`config.mk`:
```
export PLATFORM = sky130hd
export DESIGN_NAME = barrett_mu_gen
export DESIGN_NICKNAME = d
export VERILOG_FILES = /design/src/rtl/ntt_pkg.sv /design/src/rtl/barrett_mu_div_step.sv /design/src/rtl/barrett_mu_gen.sv
export SDC_FILE = /design/constraint.sdc
export NUM_CORES = 1
export LEC_CHECK = 0
export BUFFER_PORTS_ARGS = -buffer_cell sky130_fd_sc_hd__clkbuf_2
export CORE_UTILIZATION = 60
export CTS_BUF_LIST = sky130_fd_sc_hd__clkbuf_2 sky130_fd_sc_hd__clkbuf_4 sky130_fd_sc_hd__clkbuf_8
export CTS_CLUSTER_SIZE = 20
export DETAILED_ROUTE_END_ITERATION = 7
export PLACE_DENSITY_LB_ADDON = 0.1
export SYNTH_ARGS = -nofsm -noshare
export SYNTH_HDL_FRONTEND = slang
export SYNTH_SLANG_ARGS = --single-unit
```
`constraint.sdc`:
```
create_clock -name clk -period 6.1 [get_ports clk]
set_clock_uncertainty 0.1 [all_clocks]
set_input_delay 1.22 -clock clk [delete_from_list [all_inputs] [get_ports clk]]
set_output_delay 1.22 -clock clk [all_outputs]
set_load 0.005 [all_outputs]
```
`src/rtl/ntt_pkg.sv`:
```
// Shared constants and state encoding for the Barrett constant generator.
// Width helpers keep mu / dividend sizing tied to the modulus width.
package ntt_pkg;

  localparam int Q_W      = 48;
  localparam int MU_SHIFT = 2 * Q_W + 3;
  localparam int MU_W     = Q_W + 5;

  typedef enum logic [1:0] {
    ST_IDLE = 2'd0,
    ST_RUN  = 2'd1,
    ST_DONE = 2'd2
  } state_t;

  function automatic int mu_w(input int n);
    return n + 5;
  endfunction

  function automatic int mu_shift(input int n);
    return 2 * n + 3;
  endfunction

endpackage

```
`src/rtl/barrett_mu_div_step.sv`:
```
// One radix-2 restoring division step: doubles the partial remainder and
// conditionally subtracts the modulus, emitting one quotient bit.
module div_step
  import ntt_pkg::*;
#(
  parameter int N = Q_W
) (
  input  logic [N-1:0] r,
  input  logic [N-1:0] qreg,
  output logic [N-1:0] r_nxt,
  output logic         qbit
);

  logic [N:0] t;

  // r < qreg keeps t below 2^(N+1); the low N bits of t - qreg are exact
  // whenever the subtraction is taken.
  always_comb begin
    t     = {r, 1'b0};
    qbit  = (t >= {1'b0, qreg});
    r_nxt = qbit ? (t[N-1:0] - qreg) : t[N-1:0];
  end

endmodule

```
`src/rtl/barrett_mu_gen.sv`:
```
// Sequential generator for mu = floor(2^(2N+3) / q), one quotient bit per clock.
// Define BARRETT_MU_REM_EN to also expose the final remainder on port rem.
module barrett_mu_gen
  import ntt_pkg::*;
#(
  parameter int N = Q_W
) (
  input  logic         clk,
  input  logic         rstn,
  input  logic         start,
  input  logic [N-1:0] q,
  output logic         busy,
  output logic         done,
  output logic         err,
  output logic [N+4:0] mu
`ifdef BARRETT_MU_REM_EN
  ,
  output logic [N-1:0] rem
`endif
);

  localparam int MW     = mu_w(N);
  localparam int R0_EXP = mu_shift(N) - MW;
  localparam int CW     = $clog2(MW);
  localparam logic [CW-1:0] CNT_LAST = CW'(MW - 1);
  // Starting remainder 2^(N-2) folds the 2^(2N+3) dividend into MW shifts.
  localparam logic [N-1:0] R_INIT = {{(N-1){1'b0}}, 1'b1} << R0_EXP;

  state_t        state, state_nxt;
  logic [N-1:0]  qreg;
  logic [N-1:0]  r;
  logic [N-1:0]  r_step;
  logic          qbit;
  logic [MW-2:0] quot;
  logic [CW-1:0] cnt;

  div_step #(.N(N)) u_step (
    .r     (r),
    .qreg  (qreg),
    .r_nxt (r_step),
    .qbit  (qbit)
  );

  always_comb begin
    state_nxt = state;
    busy      = 1'b0;
    done      = 1'b0;
    case (state)
      ST_IDLE: begin
        if (start) state_nxt = q[N-1] ? ST_RUN : ST_DONE;
      end
      ST_RUN: begin
        busy = 1'b1;
        if (cnt == CNT_LAST) state_nxt = ST_DONE;
      end
      ST_DONE: begin
        busy      = 1'b1;
        done      = 1'b1;
        state_nxt = ST_IDLE;
      end
      default: state_nxt = ST_IDLE;
    endcase
  end

  always_ff @(posedge clk) begin
    if (!rstn) begin
      state <= ST_IDLE;
      qreg  <= '0;
      r     <= '0;
      quot  <= '0;
      cnt   <= '0;
      err   <= 1'b0;
      mu    <= '0;
`ifdef BARRETT_MU_REM_EN
      rem   <= '0;
`endif
    end else begin
      state <= state_nxt;
      case (state)
        ST_IDLE: begin
          if (start) begin
            qreg <= q;
            if (q[N-1]) begin
              r    <= R_INIT;
              quot <= '0;
              cnt  <= '0;
              err  <= 1'b0;
            end else begin
              // Unnormalized modulus: report immediately, no iterations.
              err <= 1'b1;
              mu  <= '0;
`ifdef BARRETT_MU_REM_EN
              rem <= '0;
`endif
            end
          end
        end
        ST_RUN: begin
          r    <= r_step;
          quot <= {quot[MW-3:0], qbit};
          cnt  <= cnt + CW'(1);
          if (cnt == CNT_LAST) begin
            mu  <= {quot, qbit};
`ifdef BARRETT_MU_REM_EN
            rem <= r_step;
`endif
          end
        end
        default: ;
      endcase
    end
  end

endmodule

```
# Word level (Yosys, flattened, before mapping)
# Cells that the tools add are included.
# totals
reg_bits,210
word_cells,45
# op_classes
n_addsub,2
n_eq_ne,7
n_lt_le_gt_ge,1
mux,21
n_reduce_logical,7
# ops
cell,count
53-bit two-way mux,3
48-bit two-way mux,3
53-bit one-hot mux with 2 select lines,1
52-bit two-way mux,2
52-bit one-hot mux with 2 select lines,1
48-bit one-hot mux with 2 select lines,1
49-bit by 48-bit >= comparator with 1-bit output,1
48-bit subtractor,1
6-bit two-way mux,2
6-bit one-hot mux with 2 select lines,1
2-bit != test (second input constant),4
6-bit by 1-bit adder with 6-bit output (second input constant),1
6-bit == test (second input constant),1
2-bit two-way mux,3
2-bit one-hot mux with 2 select lines,1
2-bit AND reduction,2
4-bit AND reduction,1
1-bit two-way mux,3
3-bit AND reduction,1
2-bit by 1-bit == test with 1-bit output (second input constant),1
2-bit == test (second input constant),1
2-bit logical NOT,1
2-bit nonzero test,1
2-bit OR reduction,1

# Longest topological paths before layout
# logic_depth
depth_word,3
ltp_mapped,15
ltp_nobuf,12

# Hierarchy
# From an unflattened synthesis, not the netlist that was laid out.
# hier_totals
hier_cells,1528
area_unflattened_um2,11399.7
# modules_own_cells
mod,area_each_um2,n_inst,cells_each
barrett_mu_gen,7858.8,1,946
div_step,3540.9,1,582

# Worst setup path after synthesis
# Ideal clock, no wire load.
# synth_timing
path_kind,register -> register
start,reg qreg[2]
end,reg r[46]
slack_ns,3.117
setup_time_ns,0.121
required_time_ns,5.879
arrival_time_ns,2.762
stages_incl_launch_ff,13
synth_period_minus_slack_ns,2.983
cell_sequence,dfxtp_1 -> inv_1 -> ha_1 -> nor2b_4 -> o2111a_1 -> or2_4 -> a211o_1 -> o21ai_1 -> or3b_1 -> a311oi_2 -> o21ai_1 -> xnor2_1 -> a21oi_1
# synth_between
elab_chain_len,3
# synth_rtl
item,line,source
"start, declared",barrett_mu_gen.sv:30,logic [N-1:0] qreg;
"start signal, assigned",barrett_mu_gen.sv:82,qreg <= q;
48-bit subtractor / 49-bit by 48-bit >= comparator with 1-bit output (equally long branches),"barrett_mu_div_step.sv:21, barrett_mu_div_step.sv:20",
48-bit two-way mux (*),barrett_mu_div_step.sv:21,r_nxt = qbit ? (t[N-1:0] - qreg) : t[N-1:0];
48-bit one-hot mux with 2 select lines (*),barrett_mu_gen.sv:79,case (state)
"end signal, assigned",barrett_mu_gen.sv:99,r <= r_step;
"end, declared",barrett_mu_gen.sv:31,logic [N-1:0] r;
# Mark *: on every way between the ends. The rest lies on a longest branch, timed or not.
# A chain may end at the register's enable or synchronous reset.

# Worst setup path after layout
# layout_timing
start,reg qreg[7]
end,reg r[18]
# The elaborated chain is that of the path after synthesis.

==> flow_summary.toml <==
[critical_path]
cp.required_ps = 6370
critical_path_arrival_ps = 4270
critPathKind = "flop to flop"
start_kind = "flop"
r2r_cells = 12
end_kind = "flop"
crit_fanout = 43

[sta]
rsz0062_at_grt = "no"
worst_pin_slew_ps = 1100
fin_crit_ps = 4000
hold_viol_final = 0
finalMaxSlewViolations = 0
finalSetupViolCount = 0
finalSetupTns_ps = 0
fin_crit_sh = 0.655
relSlewSlack = 0.265
fin_ws_ps = 2100
fmax_ghz = 0.250
hold_slack_ps = 350

[routing]
drc = 0
post_drt_wl_per_cell_um = 14.4
vias = 10098
drt_iter0_drc = 802
ant_nets = 0
finalWirelength_mm = 25.1
viasPerCell = 5.77
dr.pass1.iters = 5

[final_layout]
design_area_sq_um = 12000
areaGrowthSynthToFinish_pct = 11.5
layoutNonFillerInstCount = 1751
final_cell_mix = "nand2_1 (281), a21oi_1 (250), dfxtp_1 (210), nand3_1 (119), clkbuf_2 (106)"
num_antenna_cells = 0
final_common_cell = "nand2_1"
fill_cells = 1568
fin_util = 0.691
final_nets = 1610
drive_above_1_share = 0.126

[floorplanning]
core_sq_um = 17400
start_util = 0.619
num_rows = 48
die_width_um = 136
io_pins = 107
die-area_sq_um = 18500
die_h_um = 136

[synth]
synth_ff_type = "dfxtp_1"
yosysWarnings = 0
ys_seq_area_frac = 0.390
ys_ff_latch = 210
syn_area_sq_um = 10800
syn_area_per_cell_sq_um = 7.44
synth-edff-count = 0
syn_inst = 1450
synth.net_count = 1555
async_flop_share = 0
ys_types = 59

[power_and_ir_drop]
peakVddDrop_mv = 0.207
power.density_nw_per_um2 = 272
finalPower_mw = 3.28
cellLeakagePower_nw = 4.84

[grt]
met1_usage = 0.393
top_usage_layer = "met2"
grt_max_degree = 113
overflow = 0
grt_use_met2 = 0.410
grt_use_met3 = 0.0433
globalRouteTotalUtil = 0.270
grt_pass1_wl_mm = 41.6
grt_pass1_vias = 8869
antenna_found_initial = 0

[worst_hold_path]
hp-class = "flop to flop"
hold_depth = 2

[run_status]
status = "completed"

[placed_design]
place.gp.congestion = 0.951
post_dp_cell_area_sq_um = 11300
portBuffers = 106
place_inst = 1692
dp_hpwl_mm = 16.7
dp_worst_setup_slack_ps = 2150

[clock_network]
htreeDepth = 2
root_buffer = "clkbuf_8"
cts_setup_buffers = 0
cts_buffer_depth = 3
clock_sinks = 210
clkTransAtPathRegs_ps = 60
insertion_delay_ps = 520
ctsHoldBuffers = 0
ctsResizeCount = 0
tritoncts = "done"
numCtsBuffers = 36

[flow_run]
max-cap-violations = 0
==> synth_stat cells (2+ instances only) <==
master	n	area share
nand3b_1	4	0.0028
xor2_1	17	0.014
buf_2	9	0.0042
o31ai_1	4	0.0028
ha_1	53	0.061
nor3_1	6	0.0028
nand2b_1	6	0.0035
o2111a_1	2	0.0021
o21ai_0	36	0.017
a32oi_1	14	0.011
buf_1	5	0.0017
nor2b_1	8	0.0046
a211oi_1	4	0.0028
nand3_1	119	0.055
o21bai_1	6	0.0042
a21oi_1	251	0.12
a31oi_1	4	0.0023
clkbuf_1	84	0.029
a21o_1	15	0.010
nand4_1	23	0.013
nor2_1	60	0.021
nor4_1	5	0.0029
and4_1	4	0.0032
o21ai_1	61	0.028
and2_1	7	0.0041
xnor2_1	27	0.022
o21a_1	8	0.0056
mux2i_1	10	0.0093
o211ai_1	7	0.0049
and3_1	2	0.0012
or3_1	3	0.0017
dfxtp_1	210	0.39
inv_1	66	0.023
nand2_1	282	0.098
or2_1	2	0.0012
a21o_2	2	0.0016
buf_4	2	0.0014
==> layout make-up <==
type | count | area, sq um | area share
timing repair buffer | 117 | 613 | 0.0510
sequential | 210 | 4200 | 0.349
tap | 225 | 282 | 0.0234
clock buffer | 55 | 682 | 0.0567
inverter | 67 | 254 | 0.0211
clock inverter | 4 | 26.3 | 0.00218
multi-input combinational | 1073 | 5970 | 0.496
==> critical path, stage by stage, from the launching register on <==
cell and delay [ps]:
dfxtp_1 330, inv_1 40, ha_1 410, and4_1 270, a21oi_1 140, nand3_1 130
o21ai_1 310, o21ai_1 200, a41o_1 340, a21oi_4 720, buf_4 540, mux2i_1 230
o21ai_1 80
==> logic make-up after synthesis <==
| logic type | after synthesis | synth area share |
|---|---|---|
| flops | 210 | 0.390 |
| fa+ha+maj | 54 | 0.0633 |
| compound gates | 426 | 0.220 |
| xor+xnor | 44 | 0.0357 |
| mux | 10 | 0.00928 |
| simple gates | 539 | 0.222 |
| buf+inv | 167 | 0.0598 |
==> registers in the layout, indices dropped and copies added, names as in the netlist <==
register and count:
cnt 6, err 1, mu 53, qreg 48
quot 52, r 48, state 2
==> final timing paths <==
| kind | startpoint | endpoint | slack (ps) |
|---|---|---|---|
| max reg2reg | qreg[7] | r[18] | 2100 |
| max | qreg[7] | r[18] | 2100 |
| min reg2reg | mu[6] | mu[6] | 350 |
| min | mu[6] | mu[6] | 350 |
==> layer usage <==
layer,up-vias,share of wire
met5,-,0
met4,0,0.020
met1,4657,0.49
met3,51,0.057
met2,283,0.43
li1,5107,-
==> power breakdown <==
part / switching [mW] / internal (mW) / leakage, nW
combinational: 0.393 / 0.198 / 2.76
clock: 0.557 / 0.709 / 0.377
sequential: 0.0172 / 1.40 / 1.70
No activity file was read; power rests on OpenSTA's default activity.
